$ cat src/rtl/icache_fill_fsm_pkg.sv
// Shared definitions for the cache block fill FSM and the cache arrays.
//  - Fixed geometry: address and data widths and words per block.
//  - Offset, tag and index split constants used by the cache arrays.
//  - State encoding of the fill FSM.
//  - Helpers that align a miss address to its block and build a word offset.
package icache_fill_fsm_pkg;

    localparam int ADDR_W      = 16;
    localparam int DATA_W      = 16;
    localparam int BLOCK_WORDS = 8;                        // power of two
    localparam int WORD_IDX_W  = $clog2(BLOCK_WORDS);
    localparam int OFFSET_BITS = $clog2(2 * BLOCK_WORDS);  // byte offset within a block
    localparam int CNT_W       = WORD_IDX_W + 1;           // counters must reach BLOCK_WORDS

    // Tag/index split used by the cache arrays.
    localparam int INDEX_BITS  = 4;
    localparam int TAG_BITS    = ADDR_W - OFFSET_BITS - INDEX_BITS;

    typedef enum logic {
        IDLE = 1'b0,
        FILL = 1'b1
    } fill_state_e;

    // Clear the in-block byte offset of an address.
    function automatic logic [ADDR_W-1:0] block_base(input logic [ADDR_W-1:0] addr);
        return {addr[ADDR_W-1:OFFSET_BITS], {OFFSET_BITS{1'b0}}};
    endfunction

    // Byte offset of a halfword within the block.
    function automatic logic [ADDR_W-1:0] word_offset(input logic [WORD_IDX_W-1:0] idx);
        return {{(ADDR_W-OFFSET_BITS){1'b0}}, idx, 1'b0};
    endfunction

endpackage

$ cat src/rtl/icache_fill_fsm_if.sv
// Bundle of the miss, memory and cache-array signals of the fill FSM.
//  master : the fill FSM (consumes miss/memory response, drives request and array writes)
//  slave  : the surrounding cache and memory (drive miss/response, consume the rest)
interface icache_fill_fsm_if;
    import icache_fill_fsm_pkg::*;

    logic                  miss_detected;
    logic [ADDR_W-1:0]     miss_address;
    logic                  memory_data_valid;
    logic [DATA_W-1:0]     memory_data;
    logic                  fsm_busy;
    logic                  mem_req;
    logic [ADDR_W-1:0]     memory_address;
    logic                  write_data_array;
    logic [WORD_IDX_W-1:0] fill_word_idx;
    logic [DATA_W-1:0]     fill_data;
    logic                  write_tag_array;

    modport master (
        input  miss_detected, miss_address, memory_data_valid, memory_data,
        output fsm_busy, mem_req, memory_address, write_data_array,
               fill_word_idx, fill_data, write_tag_array
    );

    modport slave (
        output miss_detected, miss_address, memory_data_valid, memory_data,
        input  fsm_busy, mem_req, memory_address, write_data_array,
               fill_word_idx, fill_data, write_tag_array
    );
endinterface

$ cat src/rtl/icache_fill_fsm_counter.sv
// Fill counter: WIDTH+1 bit up-counter so it can hold the value BLOCK_WORDS.
//  clk, rst_n : clock, asynchronous active-low reset (count to 0)
//  clr        : synchronous clear, takes priority over inc
//  inc        : increment enable
//  count      : current value
module icache_fill_fsm_counter #(
    parameter int WIDTH = 3
) (
    input  logic         clk,
    input  logic         rst_n,
    input  logic         clr,
    input  logic         inc,
    output logic [WIDTH:0] count
);
    logic [WIDTH:0] count_reg, count_next;

    always_comb begin
        count_next = count_reg;
        if (clr) begin
            count_next = '0;
        end else if (inc) begin
            count_next = count_reg + {{WIDTH{1'b0}}, 1'b1};
        end
    end

    always_ff @(posedge clk or negedge rst_n) begin
        if (!rst_n) begin
            count_reg <= '0;
        end else begin
            count_reg <= count_next;
        end
    end

    assign count = count_reg;
endmodule

$ cat src/rtl/icache_fill_fsm.sv
// Cache miss handler: fetches a whole aligned block from pipelined main memory.
//  clk, rst_n : clock, asynchronous active-low reset
//  bus        : master side of icache_fill_fsm_if
//      miss_detected/miss_address     -> start a fill of the block holding the address
//      mem_req/memory_address         <- one halfword request per cycle, no gaps
//      memory_data_valid/memory_data  -> in-order responses, any latency
//      write_data_array/fill_word_idx/fill_data <- data array write per response
//      write_tag_array                <- with the last word; marks the block valid
//      fsm_busy                       <- fill in progress, fetch stalls on it
// Requests and responses are tracked by independent counters, so responses may
// overlap the request burst; only the response count ends the fill.
module icache_fill_fsm
    import icache_fill_fsm_pkg::*;
(
    input  logic clk,
    input  logic rst_n,
    icache_fill_fsm_if.master bus
);
    localparam logic [CNT_W-1:0] ALL_WORDS = CNT_W'(BLOCK_WORDS);
    localparam logic [CNT_W-1:0] LAST_WORD = CNT_W'(BLOCK_WORDS - 1);

    fill_state_e       state_reg, state_next;
    logic [ADDR_W-1:0] base_reg, base_next;

    // Index 0 counts issued requests, index 1 counts received responses.
    logic              cnt_clr;
    logic [1:0]        cnt_inc;
    logic [CNT_W-1:0]  cnt_val [2];
    logic [CNT_W-1:0]  req_cnt, rcv_cnt;

    generate
        for (genvar gi = 0; gi < 2; gi++) begin : g_cnt
            icache_fill_fsm_counter #(.WIDTH(WORD_IDX_W)) u_cnt (
                .clk   (clk),
                .rst_n (rst_n),
                .clr   (cnt_clr),
                .inc   (cnt_inc[gi]),
                .count (cnt_val[gi])
            );
        end
    endgenerate

    assign req_cnt = cnt_val[0];
    assign rcv_cnt = cnt_val[1];

    always_ff @(posedge clk or negedge rst_n) begin
        if (!rst_n) begin
            state_reg <= IDLE;
            base_reg  <= '0;
        end else begin
            state_reg <= state_next;
            base_reg  <= base_next;
        end
    end

    always_comb begin
        state_next           = state_reg;
        base_next            = base_reg;
        cnt_clr              = 1'b0;
        cnt_inc              = 2'b00;
        bus.fsm_busy         = 1'b0;
        bus.mem_req          = 1'b0;
        bus.memory_address   = '0;
        bus.write_data_array = 1'b0;
        bus.fill_word_idx    = '0;
        bus.fill_data        = '0;
        bus.write_tag_array  = 1'b0;

        case (state_reg)
            IDLE: begin
                // Responses seen here are stray and ignored.
                if (bus.miss_detected) begin
                    state_next = FILL;
                    base_next  = block_base(bus.miss_address);
                    cnt_clr    = 1'b1;
                end
            end
            FILL: begin
                bus.fsm_busy = 1'b1;
                if (req_cnt < ALL_WORDS) begin
                    bus.mem_req        = 1'b1;
                    bus.memory_address = base_reg + word_offset(req_cnt[WORD_IDX_W-1:0]);
                    cnt_inc[0]         = 1'b1;
                end
                if (bus.memory_data_valid && (rcv_cnt < ALL_WORDS)) begin
                    bus.write_data_array = 1'b1;
                    bus.fill_word_idx    = rcv_cnt[WORD_IDX_W-1:0];
                    bus.fill_data        = bus.memory_data;
                    cnt_inc[1]           = 1'b1;
                    // The tag goes in with the last word; a miss in this
                    // cycle is not looked at because we are still in FILL.
                    if (rcv_cnt == LAST_WORD) begin
                        bus.write_tag_array = 1'b1;
                        state_next          = IDLE;
                    end
                end
            end
            default: state_next = IDLE;
        endcase
    end
endmodule
$ cat src/flat_wrapper.sv
// flat-port wrapper written by rule: the top's interface ports become plain ports
module icache_fill_fsm_flat import icache_fill_fsm_pkg::*;
  (clk, rst_n, bus_miss_detected, bus_miss_address, bus_memory_data_valid, bus_memory_data, bus_fsm_busy, bus_mem_req, bus_memory_address, bus_write_data_array, bus_fill_word_idx, bus_fill_data, bus_write_tag_array);
  icache_fill_fsm_if bus_i ();
  input  logic clk;
  input  logic rst_n;
  input wire logic [$bits(bus_i.miss_detected)-1:0] bus_miss_detected;
  input wire logic [$bits(bus_i.miss_address)-1:0] bus_miss_address;
  input wire logic [$bits(bus_i.memory_data_valid)-1:0] bus_memory_data_valid;
  input wire logic [$bits(bus_i.memory_data)-1:0] bus_memory_data;
  output wire logic [$bits(bus_i.fsm_busy)-1:0] bus_fsm_busy;
  output wire logic [$bits(bus_i.mem_req)-1:0] bus_mem_req;
  output wire logic [$bits(bus_i.memory_address)-1:0] bus_memory_address;
  output wire logic [$bits(bus_i.write_data_array)-1:0] bus_write_data_array;
  output wire logic [$bits(bus_i.fill_word_idx)-1:0] bus_fill_word_idx;
  output wire logic [$bits(bus_i.fill_data)-1:0] bus_fill_data;
  output wire logic [$bits(bus_i.write_tag_array)-1:0] bus_write_tag_array;
  assign bus_i.miss_detected = bus_miss_detected;
  assign bus_i.miss_address = bus_miss_address;
  assign bus_i.memory_data_valid = bus_memory_data_valid;
  assign bus_i.memory_data = bus_memory_data;
  assign bus_fsm_busy = bus_i.fsm_busy;
  assign bus_mem_req = bus_i.mem_req;
  assign bus_memory_address = bus_i.memory_address;
  assign bus_write_data_array = bus_i.write_data_array;
  assign bus_fill_word_idx = bus_i.fill_word_idx;
  assign bus_fill_data = bus_i.fill_data;
  assign bus_write_tag_array = bus_i.write_tag_array;
  icache_fill_fsm u_core (.clk(clk), .rst_n(rst_n), .bus(bus_i));
endmodule
$ cat config.mk
export PLATFORM = sky130hd
export DESIGN_NAME = icache_fill_fsm_flat
export DESIGN_NICKNAME = d
export VERILOG_FILES = /design/src/rtl/icache_fill_fsm_pkg.sv /design/src/rtl/icache_fill_fsm_if.sv /design/src/rtl/icache_fill_fsm_counter.sv /design/src/rtl/icache_fill_fsm.sv /design/src/flat_wrapper.sv
export SDC_FILE = /design/constraint.sdc
export NUM_CORES = 1
export LEC_CHECK = 0
export ABC_AREA = 1
export CAP_MARGIN = 40
export CORE_ASPECT_RATIO = 1.1
export CORE_MARGIN = 5
export CORE_UTILIZATION = 42
export CTS_BUF_LIST = sky130_fd_sc_hd__clkbuf_8
export CTS_CLUSTER_DIAMETER = 150
export DETAILED_ROUTE_END_ITERATION = 10
export GPL_TIMING_DRIVEN = 0
export PLACE_DENSITY = 0.85
export SLEW_MARGIN = 20
export SYNTH_ARGS = -nofsm -noshare
export SYNTH_HDL_FRONTEND = slang
export SYNTH_SLANG_ARGS = --single-unit
$ cat constraint.sdc
create_clock -name clk -period 3.1 [get_ports clk]
set_input_delay 0.31 -clock clk [delete_from_list [all_inputs] [get_ports clk]]
set_output_delay 0.31 -clock clk [all_outputs]
set_load 0.01 [all_outputs]
==> flow_metrics.tcl, run 1 <==
set metrics [dict create \
    io_pins 75 \
    synth_cell_types 21 \
    fin_skew_ns 0.00207 \
    critical-path-max-stage-delay_ns 0.54 \
    slowest_stage "clkdlybuf4s50_1" \
    grt_max_degree 14 \
    synthCells 166 \
    antenna_found_initial 0 \
    portBuffers 69 \
    r2r-start "u_core.g_cnt[1].u_cnt.count[0]" \
    cts_sinks 21 \
    p_leak_nw 1.04 \
    wl_per_cell_um 11.2 \
    grt_pass1_wl_mm 5.17 \
    worstSkewPairLatency_ns 0.26 \
    clk_path_buf_depth 2 \
    drive_above_1_share_pct 17.1 \
    crit_chain "clkdlybuf4s50_1 > nand3_4 > buf_2 > nor2_1 > clkdlybuf4s50_1" \
    synth_xor_area_share_pct 0 \
    fillCellCount 244 \
    maxCapViolCount 0 \
    cts_buffers 3 \
    synthMuxAreaShare_pct 0 \
    cp.arrival_ns 1.79 \
    layout_common_cells "clkdlybuf4s50_1, nor2_1, inv_1, dfrtp_1, nand2_1" \
    synth_compound_area_share_pct 8.54 \
    start_kind "input pin" \
    cts-root-buf "clkbuf_8" \
    vias 1235 \
    syn_to_final_growth_pct 61.6 \
    path_max_fanout 10 \
    syn_nets 204 \
    coreArea_um2 3000 \
    num_rows 21 \
    num-nets-final 279 \
    holdBufCountCts 0 \
    tns_ns 0 \
    die_h_um 68.1 \
    dr.first_iter.drc_count 41 \
    first_global_vias 1190 \
    utilization_pct 69.6 \
    finalCriticalPeriod_ns 2.10 \
    crit_start "bus_memory_data_valid" \
    place_congestion 0.695 \
    synth_adder_area_share_pct 1.94 \
    totalWireLength_mm 3.06 \
    crit_buf_inv 3 \
    status "complete, no violations" \
    drv_slew 0 \
    peakVddDrop_mv 0.554 \
    postCtsSetupBuffers 0 \
    routed_via_density 4.51 \
    max_freq_ghz 0.477 \
    htree_levels 1 \
    setup_viol 0 \
    cts_tree "built" \
    start_util_pct 43.1 \
    ys_warn_count 0 \
    synth.cell_area_um2 1290 \
    post_cts_resized 0 \
    ant_nets 0 \
    ys_seq_area_share_pct 40.7 \
    ys_ff_latch 21 \
    fp.dieW_um 62.8 \
    synth-simple-area-share_pct 30.2 \
    synth_top_family_by_area "simple AND/OR/NAND/NOR gates" \
    cp-end-kind "output port" \
    worstSetupPathType "input pin to output port" \
    path_delay_family "buffers and inverters" \
    layout_commonest_cell "clkdlybuf4s50_1" \
    worstPathRequired_ns 2.79 \
    hold_class "input pin to async pin" \
    grt_usage_pct 14.9 \
    n_antenna_cell 0 \
    largest_register_ffs 12 \
    globalRouteOverflowTotal 0 \
    crit_top_cell "clkdlybuf4s50_1" \
    firstDrtPassIters 4 \
    hold_viol 0 \
    die-area_um2 4280 \
    power_density_nw_per_um2 764 \
    rsz0062_at_grt "no" \
    drc 0 \
    avgSynthCellArea_um2 7.77 \
    hpwlAfterDp_mm 2.43 \
    post-route-period-util_pct 67.6 \
    cts.clk_slew.worst_paths_ns 0.07 \
]
metal layers:
metal / share of wire (%) / vias up / track usage, %
met5: 0 / - / 0
met4: 0.46 / 0 / 4.77
met3: 10 / 2 / 3.78
met2: 47 / 54 / 27.6
met1: 43 / 549 / 16.8
li1: - / 630 / -
cell type report:
| class | instances | area, um^2 | area share [%] |
|---|---|---|---|
| Timing Repair Buffer | 70 | 706 | 33.9 |
| Multi-Input combinational cell | 99 | 528 | 25.3 |
| Sequential cell | 21 | 526 | 25.2 |
| Inverter | 38 | 148 | 7.08 |
| Buffer | 8 | 88.8 | 4.26 |
| Tap cell | 34 | 42.5 | 2.04 |
| Clock buffer | 3 | 41.3 | 1.98 |
| Clock inverter | 1 | 5.00 | 0.240 |
power by group:
group          switching [mW]  internal, mW  leakage, nW
registers              0.0692         0.402        0.233
logic                   0.452         0.492        0.783
clock network          0.0865        0.0894       0.0255
cell usage after synthesis:
cell     number  share of area [%]
nor2_1       42                 12
inv_1        37                 11
dfrtp_1      21                 41
nand2_1      16                4.7
a21oi_2      12                8.1
nor2_2       11                5.3
nand3_1       8                3.1
buf_6         3                2.6
buf_4         2                1.2
ha_1          2                1.9
nand4_1       2               0.97
a21oi_1       1               0.39
buf_12        1                1.6
buf_2         1               0.39
buf_8         1                1.2
conb_1        1               0.29
inv_6         1               0.68
nand2_2       1               0.49
nand2_8       1                1.6
nand3_4       1                1.4
or2_2         1               0.49
final timing paths:
kind                                                  end  slack, ns  cells past startpoint
setup / recovery                        bus_fill_data[14]       1.00                      5
hold reg to reg                        u_core.base_reg[4]       0.51                      2
min in group clk                       u_core.base_reg[4]       0.51                      2
max in group asynchronous  u_core.g_cnt[0].u_cnt.count[3]       2.30                      2
setup reg to reg           u_core.g_cnt[1].u_cnt.count[2]       1.93                      4
hold / removal             u_core.g_cnt[1].u_cnt.count[1]       0.36                      1
metrics by stage:
stage | instance area (um^2) | setup WS, ns | hold WS (ns) | power (mW) | std cells
6_report | 2080 | 1.00 | 0.359 | 1.59 | 274
5_1_grt | 2080 | 0.898 | 0.398 | 1.72 | 274
4_1_cts | 2080 | 0.991 | 0.375 | 1.61 | 274
3_5_place_dp | 2040 | 0.994 | 0.501 | 1.42 | 270
3_3_place_gp | 2020 | 1.01 | 0.491 | 1.40 | 269
2_1_floorplan | 1290 | 1.82 | 0.0144 | 0.974 | 166
logic make-up (layout without fill, tap and decap cells):
family	after synthesis	in the layout
flops	21	21
fa+ha+maj	2	2
simple gates	83	83
compound gates	13	13
other cells	1	1
buf+inv	46	120
(Power assumes the default switching activity.)
==> run 2: changes to the inputs <==
--- a/config.mk
+++ b/config.mk
@@ -9,12 +9,12 @@
 export CAP_MARGIN = 40
 export CORE_ASPECT_RATIO = 1.1
 export CORE_MARGIN = 5
-export CORE_UTILIZATION = 42
+export CORE_UTILIZATION = 39
 export CTS_BUF_LIST = sky130_fd_sc_hd__clkbuf_8
 export CTS_CLUSTER_DIAMETER = 150
 export DETAILED_ROUTE_END_ITERATION = 10
 export GPL_TIMING_DRIVEN = 0
-export PLACE_DENSITY = 0.85
+export PLACE_DENSITY = 0.79
 export SLEW_MARGIN = 20
 export SYNTH_ARGS = -nofsm -noshare
 export SYNTH_HDL_FRONTEND = slang
==> constraint.sdc (replaced) <==
create_clock -name clk -period 2 [get_ports clk]
set_input_delay 0.2 -clock clk [delete_from_list [all_inputs] [get_ports clk]]
set_output_delay 0.2 -clock clk [all_outputs]
set_load 0.01 [all_outputs]
==> flow_metrics.tcl, run 2 (synthesized netlist as in run 1, its figures left out) <==
set metrics [dict create \
    start_util_pct 39.4 \
    cp.arrival_ns 1.73 \
    n_antenna_cell 0 \
    htree_levels 1 \
    worstSetupPathType "flop to output port" \
    postCtsSetupBuffers 0 \
    multi_input_area_um2 533 \
    drc 0 \
    routed_via_density 4.45 \
    num_rows 22 \
    cts-root-buf "clkbuf_8" \
    cts.clk_slew.worst_paths_ns 0.08 \
    syn_to_final_growth_pct 65.0 \
    post-route-period-util_pct 96.4 \
    worstPathRequired_ns 1.80 \
    rsz0062_at_grt "yes" \
    totalWireLength_mm 3.25 \
    p_leak_nw 1.25 \
    clk_path_buf_depth 2 \
    drv_slew 0 \
    cp-end-kind "output port" \
    antenna_found_initial 0 \
    setup_viol 0 \
    coreArea_um2 3280 \
    num-nets-final 279 \
    place_congestion 0.741 \
    cts_buffers 3 \
    finalHoldWorstSlack_ns 0.191 \
    hpwlAfterDp_mm 2.54 \
    wl_per_cell_um 11.8 \
    grt_max_degree 17 \
    layout_commonest_cell "clkdlybuf4s50_1" \
    grt_usage_pct 14.0 \
    worstSkewPairLatency_ns 0.26 \
    fillCellCount 276 \
    maxCapViolCount 0 \
    path_max_fanout 10 \
    fin_skew_ns 0.00194 \
    layout_common_cells "clkdlybuf4s50_1, nor2_1, inv_1, dfrtp_1, nand2_1" \
    globalRouteOverflowTotal 0 \
    peakVddDrop_mv 0.654 \
    grt_pass1_wl_mm 5.24 \
    largest_register_ffs 12 \
    firstDrtPassIters 4 \
    fp.dieW_um 64.8 \
    ant_nets 0 \
    die_h_um 70.3 \
    dr.first_iter.drc_count 37 \
    hold_class "input pin to async pin" \
    hold_viol 0 \
    status "complete, no violations" \
    die-area_um2 4560 \
    cts_tree "built" \
    portBuffers 69 \
    first_global_vias 1223 \
    max_freq_ghz 0.519 \
    seqCellArea_um2 526 \
    cts_sinks 21 \
    io_pins 75 \
    finalCriticalPeriod_ns 1.93 \
    tns_ns 0 \
    vias 1229 \
    power_density_nw_per_um2 1160 \
    start_kind "flop" \
    drive_above_1_share_pct 16.7 \
]
==> run 2: cell type report <==
cell class	count	share of cell area, %
plain buffers	8	4.29
flip-flops and latches	21	24.7
well taps	36	2.12
clock inverters	1	0.176
clock buffers	3	1.94
multi-input cells	99	25.0
repair buffers	70	34.8
inverters	38	6.94
==> run 2: critical path: stages, from the launching register on <==
cell             delay [ns]
dfrtp_1                0.36
buf_6                  0.16
nand3_4                0.10
buf_4                  0.18
nor2_1                 0.11
clkdlybuf4s50_1        0.55
==> run 2: path summary, 6_finish.rpt <==
path / startpoint / to / slack [ns] / depth (start not counted)
hold reg to reg: u_core.base_reg[8] / u_core.base_reg[8] / 0.51 / 2
max in group asynchronous: rst_n / u_core.base_reg[5] / 1.40 / 2
setup reg to reg: u_core.g_cnt[1].u_cnt.count[0] / u_core.g_cnt[1].u_cnt.count[2] / 0.84 / 4
setup / recovery: u_core.state_reg / bus_fill_data[4] / 0.07 / 5
min in group clk: u_core.base_reg[8] / u_core.base_reg[8] / 0.51 / 2
hold / removal: rst_n / u_core.base_reg[14] / 0.19 / 1
==> run 2: layer usage <==
layer	wire length, um	GRT usage [%]	share of wire [%]	vias to the layer above
li1	-	-	-	631
met1	1340	16.3	41	535
met2	1450	23.9	45	63
met3	450	6.27	14	0
met4	0	2.11	0	0
met5	0	0	0	-
==> run 2: report_power, final <==
part           switching (mW)  leakage [nW]  internal [mW]  total [mW]
sequential              0.106         0.233          0.622       0.728
combinational           0.708         0.989          0.754        1.46
clock                   0.135        0.0269          0.137       0.271
total                   0.948          1.25           1.51        2.46
==> run 2: metrics by stage <==
stage | setup slack [ns] | cells | cell area (um^2) | total power, mW | util, %
after floorplan | 0.829 | 166 | 1290 | 1.51 | -
after global placement | 0.103 | 271 | 2030 | 2.18 | 61.8
after detailed placement | 0.104 | 272 | 2040 | 2.21 | 62.3
after CTS | 0.0564 | 276 | 2090 | 2.50 | 63.7
after global routing | -0.0479 | 276 | 2130 | 2.67 | 65.0
final | 0.0718 | 276 | 2130 | 2.46 | 65.0
==> run 2: timing repair <==
action	in CTS	in global routing
gates resized for setup	0	16
setup endpoints to repair	0	21
hold endpoints to repair	0	0
hold buffers	0	0
==> run 3: changes to the inputs <==
--- a/config.mk
+++ b/config.mk
@@ -9,13 +9,14 @@
 export CAP_MARGIN = 40
 export CORE_ASPECT_RATIO = 1.1
 export CORE_MARGIN = 5
-export CORE_UTILIZATION = 39
+export CORE_UTILIZATION = 42
 export CTS_BUF_LIST = sky130_fd_sc_hd__clkbuf_8
 export CTS_CLUSTER_DIAMETER = 150
 export DETAILED_ROUTE_END_ITERATION = 10
 export GPL_TIMING_DRIVEN = 0
-export PLACE_DENSITY = 0.79
-export SLEW_MARGIN = 20
+export MAX_ROUTING_LAYER = met4
+export PLACE_DENSITY = 0.85
+export SLEW_MARGIN = 5
 export SYNTH_ARGS = -nofsm -noshare
 export SYNTH_HDL_FRONTEND = slang
 export SYNTH_SLANG_ARGS = --single-unit
==> constraint.sdc (replaced) <==
create_clock -name clk -period 2.3 [get_ports clk]
set_input_delay 0.23 -clock clk [delete_from_list [all_inputs] [get_ports clk]]
set_output_delay 0.23 -clock clk [all_outputs]
set_load 0.01 [all_outputs]
==> flow_metrics.tcl, run 3 (synthesized netlist as in run 1, its figures left out) <==
set metrics [dict create \
    status "complete, no violations" \
    grt_max_degree 14 \
    firstDrtPassIters 4 \
    grt_pass1_wl_mm 5.18 \
    worstSetupPathType "flop to output port" \
    io_pins 75 \
    path_max_fanout 10 \
    post_cts_resized 0 \
    cts-root-buf "clkbuf_8" \
    postCtsSetupBuffers 0 \
    pre_cts_ws_ns 0.354 \
    hold_viol 0 \
    totalWireLength_mm 3.06 \
    fin_skew_ns 0.00223 \
    cp-end-kind "output port" \
    routed_via_density 4.55 \
    start_util_pct 43.1 \
    portBuffers 69 \
    p_leak_nw 1.04 \
    fp.dieW_um 62.8 \
    drv_slew 0 \
    hpwlAfterDp_mm 2.43 \
    cp.arrival_ns 1.76 \
    htree_levels 1 \
    die-area_um2 4280 \
    start_kind "flop" \
    num-nets-final 279 \
    layout_commonest_cell "clkdlybuf4s50_1" \
    maxCapViolCount 0 \
    antenna_found_initial 0 \
    wl_per_cell_um 11.2 \
    layout_common_cells "clkdlybuf4s50_1, nor2_1, inv_1, dfrtp_1, nand2_1" \
    worstSkewPairLatency_ns 0.26 \
    globalRouteOverflowTotal 0 \
    setup_viol 0 \
    cts.clk_slew.worst_paths_ns 0.07 \
    syn_to_final_growth_pct 61.6 \
    final_area_um2 2080 \
    place_congestion 0.703 \
    ant_nets 0 \
    worstPathRequired_ns 2.07 \
    peakVddDrop_mv 0.749 \
    die_h_um 68.1 \
    vias 1246 \
    cts_buffers 3 \
    power_density_nw_per_um2 1030 \
    post-route-period-util_pct 86.4 \
    dr.first_iter.drc_count 43 \
    seqCellArea_um2 526 \
    fillCellCount 244 \
    grt_usage_pct 15.3 \
    cts_sinks 21 \
    largest_register_ffs 12 \
    finalCriticalPeriod_ns 1.99 \
    clk_path_buf_depth 2 \
    multi_input_area_um2 528 \
    rsz0062_at_grt "no" \
    placed_area_um2 2040 \
    holdBufCountCts 0 \
    num_rows 21 \
    hold_class "input pin to async pin" \
    finalWorstSetupSlack_ns 0.312 \
    drc 0 \
    cts_tree "built" \
    coreArea_um2 3000 \
    drive_above_1_share_pct 17.1 \
    tns_ns 0 \
    max_freq_ghz 0.503 \
    first_global_vias 1190 \
    n_antenna_cell 0 \
]
run 3: changes by cell type in the layout (fill, tap and decap cells not counted), sizes merged:
| cell | before | now |
|---|---|---|
| dlymetal6s2s | 14 | 0 |
| clkdlybuf4s50 | 55 | 69 |
| buf | 8 | 9 |
| inv | 39 | 38 |
| clkbuf | 4 | 3 |
| clkinv | 0 | 1 |
run 3: worst paths after layout:
| kind | startpoint | end | slack [ns] | cells past startpoint |
|---|---|---|---|---|
| min in group clk | u_core.base_reg[4] | u_core.base_reg[4] | 0.51 | 2 |
| max | u_core.state_reg | bus_memory_address[2] | 0.31 | 5 |
| min | rst_n | u_core.g_cnt[1].u_cnt.count[1] | 0.28 | 1 |
| min reg2reg | u_core.base_reg[4] | u_core.base_reg[4] | 0.51 | 2 |
| max reg2reg | u_core.g_cnt[1].u_cnt.count[0] | u_core.g_cnt[1].u_cnt.count[2] | 1.13 | 4 |
| max in group asynchronous | rst_n | u_core.g_cnt[0].u_cnt.count[3] | 1.58 | 2 |
run 3: worst max-delay path, stage by stage (launching register included):
cell             delay [ns]
dfrtp_1                0.36
buf_6                  0.15
nand2_2                0.14
buf_6                  0.18
nor2_1                 0.11
clkdlybuf4s50_1        0.56
run 3: routing by layer:
layer,global-route usage [%],up-vias,part of all wire [%]
li1,-,630,-
met1,17.0,558,43
met2,27.6,56,47
met3,3.45,2,9.9
met4,4.77,0,0.39
met5,-,-,0
run 3: stage by stage:
stage | util (%) | total power, mW | instances | hold WS, ns
after CTS | 69.6 | 2.17 | 274 | 0.295
after detailed placement | 68.0 | 1.92 | 270 | 0.501
after global routing | 69.6 | 2.32 | 274 | 0.318
final | 69.6 | 2.15 | 274 | 0.279
after floorplan | - | 1.31 | 166 | -0.0656
after global placement | 67.5 | 1.88 | 269 | 0.491
run 3: cell type report:
| type | count | share of cell area, % |
|---|---|---|
| repair buffers | 70 | 33.9 |
| clock buffers | 3 | 1.98 |
| multi-input cells | 99 | 25.3 |
| plain buffers | 8 | 4.26 |
| flip-flops and latches | 21 | 25.2 |
| clock inverters | 1 | 0.240 |
| inverters | 38 | 7.08 |
| well taps | 34 | 2.04 |
run 3: where the power goes:
group	internal (mW)	switching [mW]	total (mW)	leakage, nW
registers	0.541	0.0939	0.635	0.233
clock network	0.121	0.117	0.237	0.0255
logic	0.664	0.609	1.27	0.783
